## src/rtl/spirose_rgb_pkg.sv

```systemverilog
// Shared types and helpers for the RGB frame writer.
package spirose_rgb_pkg;

  // Width of the frame RAM write address (64K words).
  localparam int RAM_AW = 16;

  typedef logic [RAM_AW-1:0] addr_t;

  // Writer control state.
  typedef enum logic [1:0] {
    IDLE  = 2'd0,
    FRAME = 2'd1,
    DONE  = 2'd2
  } rgb_fw_state_t;

  // Pack a {R,G,B} 8:8:8 pixel into a 5:6:5 RAM word by keeping the MSBs.
  function automatic logic [15:0] rgb888_to_565(input logic [23:0] rgb);
    return {rgb[23:19], rgb[15:10], rgb[7:3]};
  endfunction

endpackage

```

## src/rtl/rgb_frame_writer_sync.sv

```systemverilog
// sync_edge_detect: flags the clock on which a sync line first reaches its
// asserted level (POL). The history starts deasserted after reset, so a sync
// already asserted when reset releases is reported as an edge.
module sync_edge_detect #(
  parameter bit POL = 1'b0
) (
  input  logic clk,
  input  logic rst,
  input  logic sync_in,
  output logic sync_edge
);

  logic prev_reg;

  // Keep the previous sample of the sync line.
  always_ff @(posedge clk) begin
    if (rst) begin
      prev_reg <= ~POL;
    end else begin
      prev_reg <= sync_in;
    end
  end

  assign sync_edge = (sync_in == POL) && (prev_reg != POL);

endmodule

```

## src/rtl/rgb_frame_writer.sv

```systemverilog
// rgb_frame_writer: cuts the active window out of a parallel RGB stream,
// packs pixels to RGB565 and writes them into one of two frame banks of a
// 64K x 16 RAM. On each completed frame the banks flip and read_bank tells
// the reader which bank holds the newest full frame.
module rgb_frame_writer
  import spirose_rgb_pkg::*;
#(
  parameter int H_BP     = 16,
  parameter int H_ACTIVE = 256,
  parameter int V_BP     = 4,
  parameter int V_ACTIVE = 128,
  parameter bit SYNC_POL = 1'b0
) (
  input  logic        clk,
  input  logic        rst,
  input  logic        rgb_hsync,
  input  logic        rgb_vsync,
  input  logic [23:0] rgb_d,
  output logic [15:0] ram_waddr,
  output logic [15:0] ram_wdata,
  output logic        ram_wren,
  output logic        frame_done,
  output logic        frame_error,
  output logic        read_bank,
  output logic        frame_valid
);

  localparam int H_MAX       = H_BP + H_ACTIVE;
  localparam int V_MAX       = V_BP + V_ACTIVE;
  localparam int H_W         = $clog2(H_MAX + 1);
  localparam int V_W         = $clog2(V_MAX + 1);
  localparam int FRAME_WORDS = H_ACTIVE * V_ACTIVE;

  // Two banks must fit in the RAM, otherwise address arithmetic would wrap.
  generate
    if (2 * H_ACTIVE * V_ACTIVE > (1 << RAM_AW)) begin : g_size_check
      $error("rgb_frame_writer: 2*H_ACTIVE*V_ACTIVE exceeds RAM depth");
    end
  endgenerate

  // ---------------------------------------------------------------------
  // Sync edge detection: bit 0 = hsync, bit 1 = vsync
  // ---------------------------------------------------------------------
  logic [1:0] sync_in;
  logic [1:0] sync_edge;
  logic       hs_edge;
  logic       vs_edge;

  assign sync_in = {rgb_vsync, rgb_hsync};

  genvar gi;
  generate
    for (gi = 0; gi < 2; gi++) begin : g_sync
      sync_edge_detect #(
        .POL(SYNC_POL)
      ) u_edge (
        .clk      (clk),
        .rst      (rst),
        .sync_in  (sync_in[gi]),
        .sync_edge(sync_edge[gi])
      );
    end
  endgenerate

  assign hs_edge = sync_edge[0];
  assign vs_edge = sync_edge[1];

  // ---------------------------------------------------------------------
  // State and datapath registers
  // ---------------------------------------------------------------------
  rgb_fw_state_t  state_reg;
  rgb_fw_state_t  state_next;

  logic [H_W-1:0] h_cnt_reg;
  logic [V_W-1:0] v_cnt_reg;
  addr_t          row_reg;
  logic           line_act_reg;
  logic           wr_bank_reg;

  addr_t          ram_waddr_reg;
  logic [15:0]    ram_wdata_reg;
  logic           ram_wren_reg;
  logic           frame_done_reg;
  logic           frame_error_reg;
  logic           read_bank_reg;
  logic           frame_valid_reg;

  // ---------------------------------------------------------------------
  // Counter decode
  // ---------------------------------------------------------------------
  logic           pix_valid;
  addr_t          pixel_idx;
  addr_t          bank_base;
  addr_t          wr_addr;
  logic           last_pixel;

  logic [V_W-1:0] v_base;
  logic [V_W-1:0] v_inc;
  logic           v_in_window;
  addr_t          row_calc;

  assign pix_valid  = (h_cnt_reg >= H_W'(H_BP)) && (h_cnt_reg < H_W'(H_MAX));
  assign pixel_idx  = addr_t'(h_cnt_reg) - addr_t'(H_BP);
  assign bank_base  = wr_bank_reg ? addr_t'(FRAME_WORDS) : '0;
  assign wr_addr    = bank_base + row_reg * addr_t'(H_ACTIVE) + pixel_idx;
  assign last_pixel = (row_reg == addr_t'(V_ACTIVE - 1)) &&
                      (pixel_idx == addr_t'(H_ACTIVE - 1));

  // A vsync edge restarts the line count on this very clock, so a coincident
  // hsync is judged against line 0 rather than the stale count.
  assign v_base      = vs_edge ? '0 : v_cnt_reg;
  assign v_inc       = (v_base == V_W'(V_MAX)) ? v_base : v_base + 1'b1;
  assign v_in_window = (v_base >= V_W'(V_BP)) && (v_base < V_W'(V_MAX));
  assign row_calc    = addr_t'(v_base) - addr_t'(V_BP);

  // ---------------------------------------------------------------------
  // FSM
  // ---------------------------------------------------------------------
  logic count_en;
  logic wr_fire;
  logic done_fire;
  logic err_fire;

  // State register.
  always_ff @(posedge clk) begin
    if (rst) begin
      state_reg <= IDLE;
    end else begin
      state_reg <= state_next;
    end
  end

  // Next-state: enter FRAME on vsync, park in DONE once the last pixel lands.
  always_comb begin
    state_next = state_reg;
    case (state_reg)
      IDLE:    if (vs_edge) state_next = FRAME;
      FRAME:   if (done_fire) state_next = DONE;
      DONE:    if (vs_edge) state_next = FRAME;
      default: state_next = IDLE;
    endcase
  end

  // Per-state actions. A vsync edge inside FRAME abandons the frame, so that
  // clock neither writes nor completes; it only raises the error pulse.
  always_comb begin
    count_en  = 1'b0;
    wr_fire   = 1'b0;
    done_fire = 1'b0;
    err_fire  = 1'b0;
    case (state_reg)
      IDLE:  count_en = vs_edge;
      FRAME: begin
        count_en = 1'b1;
        if (vs_edge) begin
          err_fire = 1'b1;
        end else if (line_act_reg && pix_valid) begin
          wr_fire   = 1'b1;
          done_fire = last_pixel;
        end
      end
      DONE:    count_en = vs_edge;
      default: count_en = 1'b0;
    endcase
  end

  // Horizontal/vertical counters, write port registers and bank bookkeeping.
  always_ff @(posedge clk) begin
    if (rst) begin
      h_cnt_reg       <= '0;
      v_cnt_reg       <= '0;
      row_reg         <= '0;
      line_act_reg    <= 1'b0;
      wr_bank_reg     <= 1'b0;
      ram_waddr_reg   <= '0;
      ram_wdata_reg   <= '0;
      ram_wren_reg    <= 1'b0;
      frame_done_reg  <= 1'b0;
      frame_error_reg <= 1'b0;
      read_bank_reg   <= 1'b0;
      frame_valid_reg <= 1'b0;
    end else begin
      if (hs_edge) begin
        h_cnt_reg <= '0;
      end else if (h_cnt_reg != H_W'(H_MAX)) begin
        h_cnt_reg <= h_cnt_reg + 1'b1;
      end

      if (count_en) begin
        if (hs_edge) begin
          row_reg      <= row_calc;
          line_act_reg <= v_in_window;
          v_cnt_reg    <= v_inc;
        end else if (vs_edge) begin
          v_cnt_reg    <= '0;
          line_act_reg <= 1'b0;
        end
      end

      ram_wren_reg    <= wr_fire;
      frame_done_reg  <= done_fire;
      frame_error_reg <= err_fire;

      if (wr_fire) begin
        ram_waddr_reg <= wr_addr;
        ram_wdata_reg <= rgb888_to_565(rgb_d);
      end

      if (done_fire) begin
        read_bank_reg   <= wr_bank_reg;
        frame_valid_reg <= 1'b1;
        wr_bank_reg     <= ~wr_bank_reg;
      end
    end
  end

  assign ram_waddr   = ram_waddr_reg;
  assign ram_wdata   = ram_wdata_reg;
  assign ram_wren    = ram_wren_reg;
  assign frame_done  = frame_done_reg;
  assign frame_error = frame_error_reg;
  assign read_bank   = read_bank_reg;
  assign frame_valid = frame_valid_reg;

endmodule

```

## config.mk

```make
export PLATFORM = sky130hd
export DESIGN_NAME = rgb_frame_writer
export DESIGN_NICKNAME = d
export VERILOG_FILES = /design/src/rtl/spirose_rgb_pkg.sv /design/src/rtl/rgb_frame_writer_sync.sv /design/src/rtl/rgb_frame_writer.sv
export SDC_FILE = /design/constraint.sdc
export NUM_CORES = 1
export LEC_CHECK = 0
export ABC_AREA = 1
export BUFFER_PORTS_ARGS = -buffer_cell sky130_fd_sc_hd__buf_2
export CAP_MARGIN = 20
export CORE_MARGIN = 10
export CORE_UTILIZATION = 55
export DETAILED_ROUTE_END_ITERATION = 6
export GPL_ROUTABILITY_DRIVEN = 1
export GPL_TIMING_DRIVEN = 0
export PLACE_DENSITY = 0.77
export SYNTH_ARGS = -nofsm -noshare
export SYNTH_HDL_FRONTEND = slang
export SYNTH_SLANG_ARGS = --single-unit
```

## constraint.sdc

```tcl
create_clock -name clk -period 2.8 [get_ports clk]
set_input_delay 0.42 -clock clk [delete_from_list [all_inputs] [get_ports clk]]
set_output_delay 0.42 -clock clk [all_outputs]
set_load 0.02 [all_outputs]
```

After elaboration in Yosys (flattened, before gate mapping)
Cells that the tools add are included.

$add $sub $neg: 6. Order comparisons: 4. Equality and inequality tests: 8. Muxes and demuxes: 17. Bitwise gates (word level): 4. Reductions and logical operators: 14.

Operator list (count): $add A16 B16 Y16 (2); $mux W8 (3); $eq A16 B7 Y1 const B (1); $eq A16 B8 Y1 const B (1); $mux W16 (1); $sub A9 B5 Y10 const B (1); $add A9 B1 Y9 const B (1); $ge A9 B5 Y1 const B (1); $lt A9 B9 Y1 const B (1); $mux W1 (9); $ne A9 B9 Y1 const B (1); $sub A8 B3 Y9 const B (1); $add A8 B1 Y8 const B (1); $eq A8 B8 Y1 const B (1); $ge A8 B3 Y1 const B (1); $lt A8 B8 Y1 const B (1); $logic_and A1 B1 Y1 (6); $reduce_and A2 Y1 (3); $reduce_or A2 Y1 (3); $mux W2 (2); $not A1 Y1 (4); $pmux W2 S2 (1); $eq A2 B1 Y1 const B (1); $eq A2 B2 Y1 const B (1); other kinds (5) (5).

Register bits: 76. Logic and storage cells: 68.

Depth between registers and ports, before layout
Gate-level depths: netlist (run 1).

Depth after elaboration: 8. Gate-level depth with buffers: 16.

Cells and area by module
Synthesis (run 1) repeated with hierarchy kept, for this count alone.

Cell total of the unflattened synthesis: 476. Area total of the unflattened synthesis: 3674.8 sq um.

By module, submodules not included: rgb_frame_writer (times used 1, cells each 464, area each 3597.2 sq um, sequential area each 1341.3 sq um); sync_edge_detect (times used 2, cells each 6, area each 38.8 sq um, sequential area each 20.0 sq um).

Least setup slack after synthesis (run 1)
OpenSTA, ideal clock, no wires.

Kind: register -> register. Start point: register h_cnt_reg[4]. End point: register ram_waddr_reg[15], in the netlist ram_waddr[15]. Library setup time: 0.109 ns. Arrival: 2.181 ns. Required time: 2.691 ns. Slack: 0.511 ns. Cell stages (with the launch flop): 14. Path buffers: 0. Clock period less this slack: 2.289 ns. Cells stage by stage: dfxtp_1 -> nor2_2 -> nand2_2 -> nor2_1 -> ha_1 -> ha_1 -> inv_1 -> fa_1 -> nor3_1 -> nor2_1 -> nand3_1 -> nand3_1 -> nand2_1 -> inv_1.

Longest elaborated chain between the ends: 6. Elaborated cells on any way between the ends: 9. Classes of those cells: add/sub (2); order compare (2); mux (3); reduce/logical (2).

RTL lines: start, declared (line rgb_frame_writer.sv:74) `logic [H_W-1:0] h_cnt_reg;`; start signal, assigned (line rgb_frame_writer.sv:186) `h_cnt_reg <= h_cnt_reg + 1'b1;`; branches (longest 6 deep; another with $add A16 B16 Y16); end signal, assigned (line rgb_frame_writer.sv:205) `ram_waddr_reg <= wr_addr;`; end, declared (line rgb_frame_writer.sv:80) `addr_t ram_waddr_reg;`.

Several ways; the timed one is not identified. A chain may end at the register's enable or synchronous reset.

Final worst setup path (run 1)
Start point: register h_cnt_reg[4]. End point: register ram_waddr_reg[15], in the netlist ram_waddr[15].

Elaborated cells on any way between the ends: 9. Classes of those cells: add/sub (2); order compare (2); mux (3); reduce/logical (2).

RTL lines: $sub A9 B5 Y10 (line rgb_frame_writer.sv:103) `assign pixel_idx = addr_t'(h_cnt_reg) - addr_t'(H_BP);`; via pixel_idx[4] (line rgb_frame_writer.sv:92) `addr_t pixel_idx;`; $add A16 B16 Y16 (line rgb_frame_writer.sv:105) `assign wr_addr = bank_base + row_reg * addr_t'(H_ACTIVE) + pixel_idx;`.

The timed path passes the listed nets, and every way through them passes these cells.

==> flow_summary.json, run 1 <==
{
  "vias_per_cell": 5.18,
  "synth_top_area_cell": "dfxtp_1",
  "power_density_nw_per_um2": 536,
  "grt_pass1_wl_um": 13600,
  "clk_transition_reported_paths_ns": 0.08,
  "async_flop_share": 0,
  "dr.first_iter.drc_count": 115,
  "clock.fmax_mhz": 397,
  "cts_repair_resize_count": 0,
  "syn_area_um2": 3430,
  "synth.most_common_cell": "nor2_1",
  "timing_hold_violations_final": 0,
  "ys.flop_type": "dfxtp_1",
  "r2r-end": "ram_waddr[15]",
  "drc": 0,
  "crit_family": "adder cells",
  "setup_violations": 0,
  "antenna_found_initial": 0,
  "cts_tree": "built",
  "cp.buffers_inverters": 3,
  "drt-pass1-iter-count": 4,
  "fin_crit_sh": 0.901,
  "drt_wl_total_um": 8240,
  "syn-num-nets": 514,
  "grt_overflow": 0,
  "r2r_start": "h_cnt_reg[4]",
  "worstMarginPinSlew_ns": 0.580,
  "crit_type": "flip-flop to flip-flop",
  "n_fill_cell": 520,
  "outcome": "finished clean",
  "die_h_um": 98.9,
  "hold_class": "input pin to flip-flop",
  "drive_above_1_share": 0.189,
  "cp_data_arrival_time_ns": 2.78,
  "clock-root-buffer": "clkbuf_8",
  "synth_seq_area_share": 0.403,
  "drtAntennaViolNets": 0,
  "final_core_util": 0.672,
  "netlist.area_leader.share": 0.403,
  "grt_pass1_vias": 3006,
  "crit_path_max_incr_delay_ns": 0.45,
  "yosys_warnings": 0,
  "synthToLayoutAreaGrowth_pct": 17.4,
  "crit_path_end": "ram_waddr[15]",
  "crit_top_cell": "nand2_1",
  "post-route-min-period_ns": 2.52,
  "synthTopCellsByArea": "dfxtp_1, nor2_1, ha_1, nand2_1, o21ai_0",
  "synth_cells": 462,
  "end_kind": "flip-flop",
  "wl_per_cell_um": 13.5,
  "required_ns": 3.06,
  "insertedDiodeCount": 0,
  "die_w_um": 98.9,
  "p_leak_nw": 1.96,
  "grt_use_total": 0.165,
  "via_count": 3150,
  "avgSynthCellArea_um2": 7.42,
  "dp_hpwl_um": 6030,
  "synth.distinct_cells": 34,
  "grt_max_degree": 13,
  "crit_cells": 15,
  "path_cells": "inv_1 -> ha_1 -> nand2_1 -> nand2_1 -> nand2_1 -> ha_1 -> ha_1 -> inv_1 -> fa_1 -> nor3_1 -> nor2_1 -> nand3_1 -> nand3_1 -> nand2_1 -> inv_1",
  "fin_tns_setup_ns": 0,
  "cp_slowest_cell": "dfxtp_1",
  "placement.io_buffers": 55,
  "drv_slew": 0,
  "slew_headroom": 0.612,
  "rsz0062_at_grt": "no",
  "clkLatencyLatePin_ns": 0.36,
  "rows": 28,
  "r2r_slack_ns": 0.28,
  "vdd.ir_drop.worst_v": 0.000370,
  "cts.sinks": 69,
  "nNetsFinal": 580,
  "num_io_pins": 65,
  "worstPathMaxFanout": 6,
  "synth-seq-cells": 69,
  "gp_congestion": 0.881,
  "die_area_um2": 9790,
  "clock-skew-final_ns": 0.00969,
  "synth-edff-count": 0,
  "r2r_cells": 15,
  "core_area_um2": 5990,
  "cts_buffers": 9,
  "cap_viol_max_count": 0,
  "htreeDepth": 3,
  "postCtsHoldBufs": 0,
  "initial_core_util": 0.572,
  "clk_path_buf_depth": 2,
  "cp-start-kind": "flip-flop",
  "synth_common_cells": "nor2_1, dfxtp_1, nand2_1, inv_1, o21ai_0",
  "crit_path_start": "h_cnt_reg[4]",
  "postCtsSetupRepairBufs": 0
}
[report_power, final]
| group | switching, mW | leakage [nW] | total (mW) | internal (mW) |
|---|---|---|---|---|
| Combinational | 0.136 | 1.29 | 0.217 | 0.0815 |
| Clock | 0.396 | 0.106 | 0.924 | 0.527 |
| Sequential | 0.0136 | 0.559 | 1.01 | 1.00 |
| Total | 0.546 | 1.96 | 2.16 | 1.61 |
[cell usage in the layout, fill, tap and decap left out, types with 2 or more instances in the layout]
master	synthesis	layout
nand2_2	4	4
inv_1	57	57
a31oi_1	5	5
nor3_1	8	8
nor2_2	2	3
o21ai_0	43	43
nand4_1	5	5
inv_2	2	2
dfxtp_1	69	69
xor2_1	3	3
clkinvlp_4	0	2
xnor2_1	5	5
nand3_1	20	20
a21oi_2	9	9
buf_2	4	59
o21ai_1	10	10
nor2_1	77	76
clkbuf_8	0	10
nor2_4	2	2
nand2_1	65	65
bufinv_16	0	2
a21oi_1	28	28
buf_6	3	3
clkbuf_1	6	7
ha_1	23	23
[layout make-up]
type	count	area (um^2)	share of cell area
buffer	14	83.8	0.0208
clock buffer	11	141	0.0351
clock inverter	5	83.8	0.0208
inverter	59	221	0.0550
multi-input combinational	320	1740	0.433
sequential	69	1380	0.343
tap	75	93.8	0.0233
timing repair buffer	55	275	0.0684
[routing by layer]
metal  GRT usage  wire length [um]
met2       0.273              3910
met5           0                 0
met4      0.0695               133
met1       0.185              3570
met3      0.0642               619
[tightest hold or removal path, stage by stage]
cell and delay, ns:
buf_2 0.07, inv_1 0.04, nand2_1 0.04
[how the worst min path moves through the flow]
stage,from,end,cells after the start,slack (ns)
2_1_floorplan,state_reg[0],state_reg[1],1,0.44
3_3_place_gp,frame_valid,frame_valid,2,0.44
3_5_place_dp,frame_valid,frame_valid,2,0.45
4_1_cts,rgb_hsync,g_sync[0].u_edge.prev_reg,3,0.25
5_1_grt,rgb_hsync,g_sync[0].u_edge.prev_reg,3,0.26
6_report,rgb_hsync,g_sync[0].u_edge.prev_reg,3,0.25
[cell families after synthesis]
logic type	after synthesis	synth area share
simple gates	187	0.234
compound gates	101	0.164
buf+inv	73	0.0891
flops	69	0.403
fa+ha+maj	24	0.0898
xor+xnor	8	0.0204
[stage by stage]
stage / setup WS, ns / hold slack (ns) / instance area (um^2) / cells / power, mW
2_1_floorplan: 0.511 / 0.439 / 3430 / 462 / 1.19
4_1_cts: 0.147 / 0.247 / 4020 / 608 / 2.16
6_report: 0.279 / 0.249 / 4020 / 608 / 2.16
3_3_place_gp: 0.246 / 0.439 / 3800 / 592 / 1.24
3_5_place_dp: 0.169 / 0.449 / 3800 / 592 / 1.25
5_1_grt: 0.0940 / 0.262 / 4020 / 608 / 2.23
No activity file was read; power rests on OpenSTA's default activity.
==> run 2: changes to the inputs <==
- CELL_PAD_IN_SITES_DETAIL_PLACEMENT: default -> 1
- CELL_PAD_IN_SITES_GLOBAL_PLACEMENT: default -> 1
- CORE_UTILIZATION: 55 -> 40
- PLACE_DENSITY: 0.77 -> 0.78
==> run 2 against run 1 <==
Compared with the run above: design area grew 1.6%; critical path depth decreased by 1; maximum frequency increased by 0.44%; non-clock buffer count unchanged; critical path type unchanged; largest cell class unchanged.
==> flow_summary.json, run 2 (synthesis results as in run 1) <==
{
  "post-route-min-period_ns": 2.51,
  "cts_tree": "built",
  "dpl.cell_count": 622,
  "drtAntennaViolNets": 0,
  "stdcell_count": 637,
  "die_area_um2": 12700,
  "required_ns": 3.06,
  "postCtsSetupRepairBufs": 0,
  "mostFrequentLayoutCells": "nor2_1, dfxtp_1, nand2_1",
  "fin_tns_setup_ns": 0,
  "grt_pass1_wl_um": 16600,
  "setup_violations": 0,
  "clk_transition_reported_paths_ns": 0.08,
  "initial_core_util": 0.415,
  "worstPathMaxFanout": 5,
  "drc": 0,
  "clkLatencyLatePin_ns": 0.35,
  "cts_buffers": 9,
  "clock-skew-final_ns": 0.0105,
  "crit_type": "flip-flop to flip-flop",
  "cp-start-kind": "flip-flop",
  "drt_wl_total_um": 9770,
  "vias_per_cell": 5.10,
  "die_h_um": 113,
  "end_kind": "flip-flop",
  "insertedDiodeCount": 0,
  "dp_hpwl_um": 7590,
  "slew_headroom": 0.594,
  "grt_pass1_vias": 3568,
  "clock.fmax_mhz": 398,
  "wl_per_cell_um": 15.3,
  "antenna_found_initial": 0,
  "power_density_nw_per_um2": 546,
  "via_count": 3248,
  "grt_max_degree": 13,
  "nNetsFinal": 580,
  "fin_crit_sh": 0.897,
  "outcome": "finished clean",
  "vdd.ir_drop.worst_v": 0.000292,
  "die_w_um": 113,
  "synthToLayoutAreaGrowth_pct": 19.3,
  "hold_class": "input pin to flip-flop",
  "clk_path_buf_depth": 2,
  "placement.io_buffers": 55,
  "grt_overflow": 0,
  "rows": 33,
  "htreeDepth": 3,
  "core_area_um2": 8260,
  "clock-root-buffer": "clkbuf_8",
  "timing_hold_violations_final": 0,
  "p_leak_nw": 1.97,
  "cap_viol_max_count": 0,
  "n_fill_cell": 1082,
  "drt-pass1-iter-count": 5,
  "grt_use_total": 0.156,
  "cp_data_arrival_time_ns": 2.77,
  "drive_above_1_share": 0.197,
  "drv_slew": 0,
  "cts.sinks": 69,
  "final_common_cell": "nor2_1",
  "dr.first_iter.drc_count": 80,
  "worstMarginPinSlew_ns": 0.609,
  "gp_congestion": 0.813,
  "num_io_pins": 65,
  "rsz0062_at_grt": "no"
}
==> run 2: routing by layer <==
metal	wire (um)	GRT usage	vias up
met5	0	0	-
met3	715	0.0655	10
met4	105	0.0431	0
met1	4410	0.177	1539
met2	4540	0.262	64
li1	-	-	1635
==> run 2: final cells by class <==
class                      instances  area, um^2  area share
timing repair buffer              55         275      0.0673
clock buffer                       9         124      0.0303
inverter                          59         221      0.0542
sequential                        69        1380       0.339
clock inverter                     6         113      0.0275
multi-input combinational        320        1760       0.429
buffer                            14        83.8      0.0205
tap                              105         131      0.0321
==> run 2: metrics by stage <==
| step | hold slack [ns] | utilization | worst slack (ns) | total power, mW | area, um^2 |
|---|---|---|---|---|---|
| after floorplan | 0.439 | - | 0.511 | 1.19 | 3430 |
| after global placement | 0.438 | 0.464 | 0.134 | 1.25 | 3830 |
| after detailed placement | 0.444 | 0.464 | 0.00877 | 1.26 | 3830 |
| after CTS | 0.255 | 0.493 | 0.0726 | 2.26 | 4070 |
| after global routing | 0.273 | 0.495 | 0.0231 | 2.33 | 4090 |
| final | 0.268 | 0.495 | 0.290 | 2.23 | 4090 |
==> run 2: path summary, 6_finish.rpt <==
path                            depth (start not counted)    startpoint                         to  slack [ns]
worst max-delay path                                   14  h_cnt_reg[5]              ram_waddr[15]        0.29
worst min-delay path                                    3     rgb_hsync  g_sync[0].u_edge.prev_reg        0.27
worst max register to register                         14  h_cnt_reg[5]              ram_waddr[15]        0.29
worst min register to register                          2   frame_valid                frame_valid        0.48
==> run 2: report_power, final <==
part | internal (mW) | switching [mW]
combinational | 0.0822 | 0.143
clock | 0.588 | 0.403
sequential | 1.00 | 0.0150
total | 1.67 | 0.560
==> run 2: critical path: stages, from the launching register on <==
cell	delay [ns]
dfxtp_2	0.35
inv_1	0.15
ha_2	0.25
nand3_1	0.12
nand2_1	0.09
ha_1	0.14
ha_1	0.22
inv_1	0.08
fa_1	0.44
nor3_2	0.21
nor2_1	0.09
nand3_1	0.08
nand3_1	0.09
nand2_1	0.08
inv_1	0.04
==> run 2: what timing repair did <==
item / CTS / global route
resized for setup: 1 / 5
pin swaps: 0 / 0
endpoints found under the setup margin: 1 / 1
hold buffers: 0 / 0
==> run 3: changes to the inputs <==
- CORE_UTILIZATION: 40 -> 41
- CTS_BUF_LIST: default -> sky130_fd_sc_hd__clkbuf_2 sky130_fd_sc_hd__clkbuf_4 sky130_fd_sc_hd__clkbuf_8
- PLACE_DENSITY: 0.78 -> 0.79
- REMOVE_ABC_BUFFERS: default -> 1
==> run 3 against run 2 <==
Compared with the run above: non-clock buffer count is 10 lower; clock-buffer cell count is 1 higher; die area is 2.0% lower; first-iteration DRC count is 43% higher; register-to-register slack worse by 0.03 ns; clock skew is 0.0041 ns higher; clock power is 16% lower; utilization is 0.57 points lower; critical path depth is 1 higher; sequential share of layout area is 0.71 points higher.
==> flow_summary.json, run 3 (synthesis results as in run 1) <==
{
  "outcome": "finished clean",
  "grt_pass1_wl_um": 15500,
  "die_area_um2": 12400,
  "clkLatencyLatePin_ns": 0.35,
  "worstMarginPinSlew_ns": 0.797,
  "post-route-min-period_ns": 2.54,
  "end_kind": "flip-flop",
  "vdd.ir_drop.worst_v": 0.000285,
  "postCtsHoldBufs": 0,
  "dr.first_iter.drc_count": 114,
  "cts_tree": "built",
  "drtAntennaViolNets": 0,
  "setup_violations": 0,
  "crit_path_max_incr_delay_ns": 0.43,
  "drive_above_1_share": 0.191,
  "crit_top_cell": "nand2_1",
  "path_cells": "inv_2 -> ha_1 -> nand2_1 -> nand2_1 -> nand2_1 -> ha_1 -> ha_1 -> inv_1 -> fa_1 -> nor3_1 -> nor2_1 -> nand3_1 -> nand3_1 -> nand2_1 -> inv_1",
  "drt_wl_total_um": 9050,
  "via_count": 3164,
  "cp_slowest_cell": "dfxtp_1",
  "num_io_pins": 65,
  "die_h_um": 111,
  "fin_area_um2": 4000,
  "insertedDiodeCount": 0,
  "dpl.cell_count": 612,
  "crit_family": "adder cells",
  "required_ns": 3.05,
  "grt_max_degree": 54,
  "vias_per_cell": 5.04,
  "crit_path_start": "h_cnt_reg[5]",
  "clk_path_buf_depth": 2,
  "power_density_nw_per_um2": 516,
  "core_area_um2": 8180,
  "rsz0062_at_grt": "no",
  "place_area_um2": 3790,
  "min_from": "rgb_hsync",
  "grt_overflow": 0,
  "cp-start-kind": "flip-flop",
  "cts.sinks": 69,
  "rows": 33,
  "worstPathMaxFanout": 5,
  "grt_pass1_vias": 3270,
  "synthToLayoutAreaGrowth_pct": 16.7,
  "clk_transition_reported_paths_ns": 0.09,
  "nNetsFinal": 570,
  "htreeDepth": 3,
  "cp.buffers_inverters": 3,
  "grt_use_total": 0.146,
  "clock-skew-final_ns": 0.0146,
  "drv_slew": 0,
  "initial_core_util": 0.419,
  "die_w_um": 111,
  "fin_crit_sh": 0.906,
  "clock.fmax_mhz": 394,
  "stdcell_count": 628,
  "crit_type": "flip-flop to flip-flop",
  "cp_data_arrival_time_ns": 2.78,
  "timing_hold_violations_final": 0,
  "dp_hpwl_um": 6720,
  "postCtsSetupRepairBufs": 0,
  "antenna_found_initial": 0,
  "p_leak_nw": 1.93,
  "wl_per_cell_um": 14.4,
  "final_common_cell": "nor2_1",
  "gp_congestion": 0.790,
  "cts_buffers": 9,
  "drc": 0,
  "placement.io_buffers": 56,
  "cap_viol_max_count": 0,
  "slew_headroom": 0.468,
  "clock-root-buffer": "clkbuf_8",
  "holdWs_ns": 0.264,
  "drt-pass1-iter-count": 4,
  "hold_class": "input pin to flip-flop",
  "mostFrequentLayoutCells": "nor2_1, dfxtp_1, nand2_1",
  "r2r_start": "h_cnt_reg[5]"
}
-- run 3: routing by layer --
metal / vias to the layer above / wire length, um / global-route usage
met4: 0 / 82 / 0.0411
met1: 1504 / 4150 / 0.172
met2: 42 / 4580 / 0.261
met3: 7 / 240 / 0.0311
met5: - / 0 / 0
li1: 1611 / - / -
-- run 3: where the power goes --
group	switching, mW	total, mW	internal [mW]
Sequential	0.0142	1.01	1.00
Clock	0.408	0.836	0.427
Combinational	0.135	0.214	0.0797
Total	0.557	2.06	1.51
-- run 3: area by class of cell --
type | instances | area (um^2)
Fill cell | 1082 | 4180
Clock inverter | 6 | 71.3
Sequential cell | 69 | 1380
Clock buffer | 10 | 131
Multi-Input combinational cell | 320 | 1750
Inverter | 59 | 221
Timing Repair Buffer | 59 | 314
Tap cell | 105 | 131
-- run 3: worst min-delay path: stages --
cell	delay, ns
buf_2	0.07
inv_1	0.04
nand2_1	0.05
-- run 3: path summary, 6_finish.rpt --
kind                            slack, ns  cells past startpoint                   endpoint
worst max-delay path                 0.26                     15              ram_waddr[15]
worst min-delay path                 0.26                      3  g_sync[0].u_edge.prev_reg
worst max register to register       0.26                     15              ram_waddr[15]
worst min register to register       0.46                      2                frame_valid
-- run 3: repair_timing --
action                                  4_1_cts  5_1_grt
endpoints found under the setup margin        0        4
hold endpoints to repair                      0        0
resized for setup                             0        4
-- run 3: stage by stage --
| stage | TNS, ns | worst slack (ns) | power, mW | util |
|---|---|---|---|---|
| 6_report | 0 | 0.264 | 2.06 | 0.489 |
| 5_1_grt | 0 | 0.0302 | 2.17 | 0.489 |
| 4_1_cts | 0 | 0.0446 | 2.09 | 0.488 |
| 3_5_place_dp | 0 | 0.0900 | 1.25 | 0.463 |
| 3_3_place_gp | -7.03 | -0.374 | 1.24 | 0.459 |
| 2_1_floorplan | 0 | 0.348 | 1.19 | - |
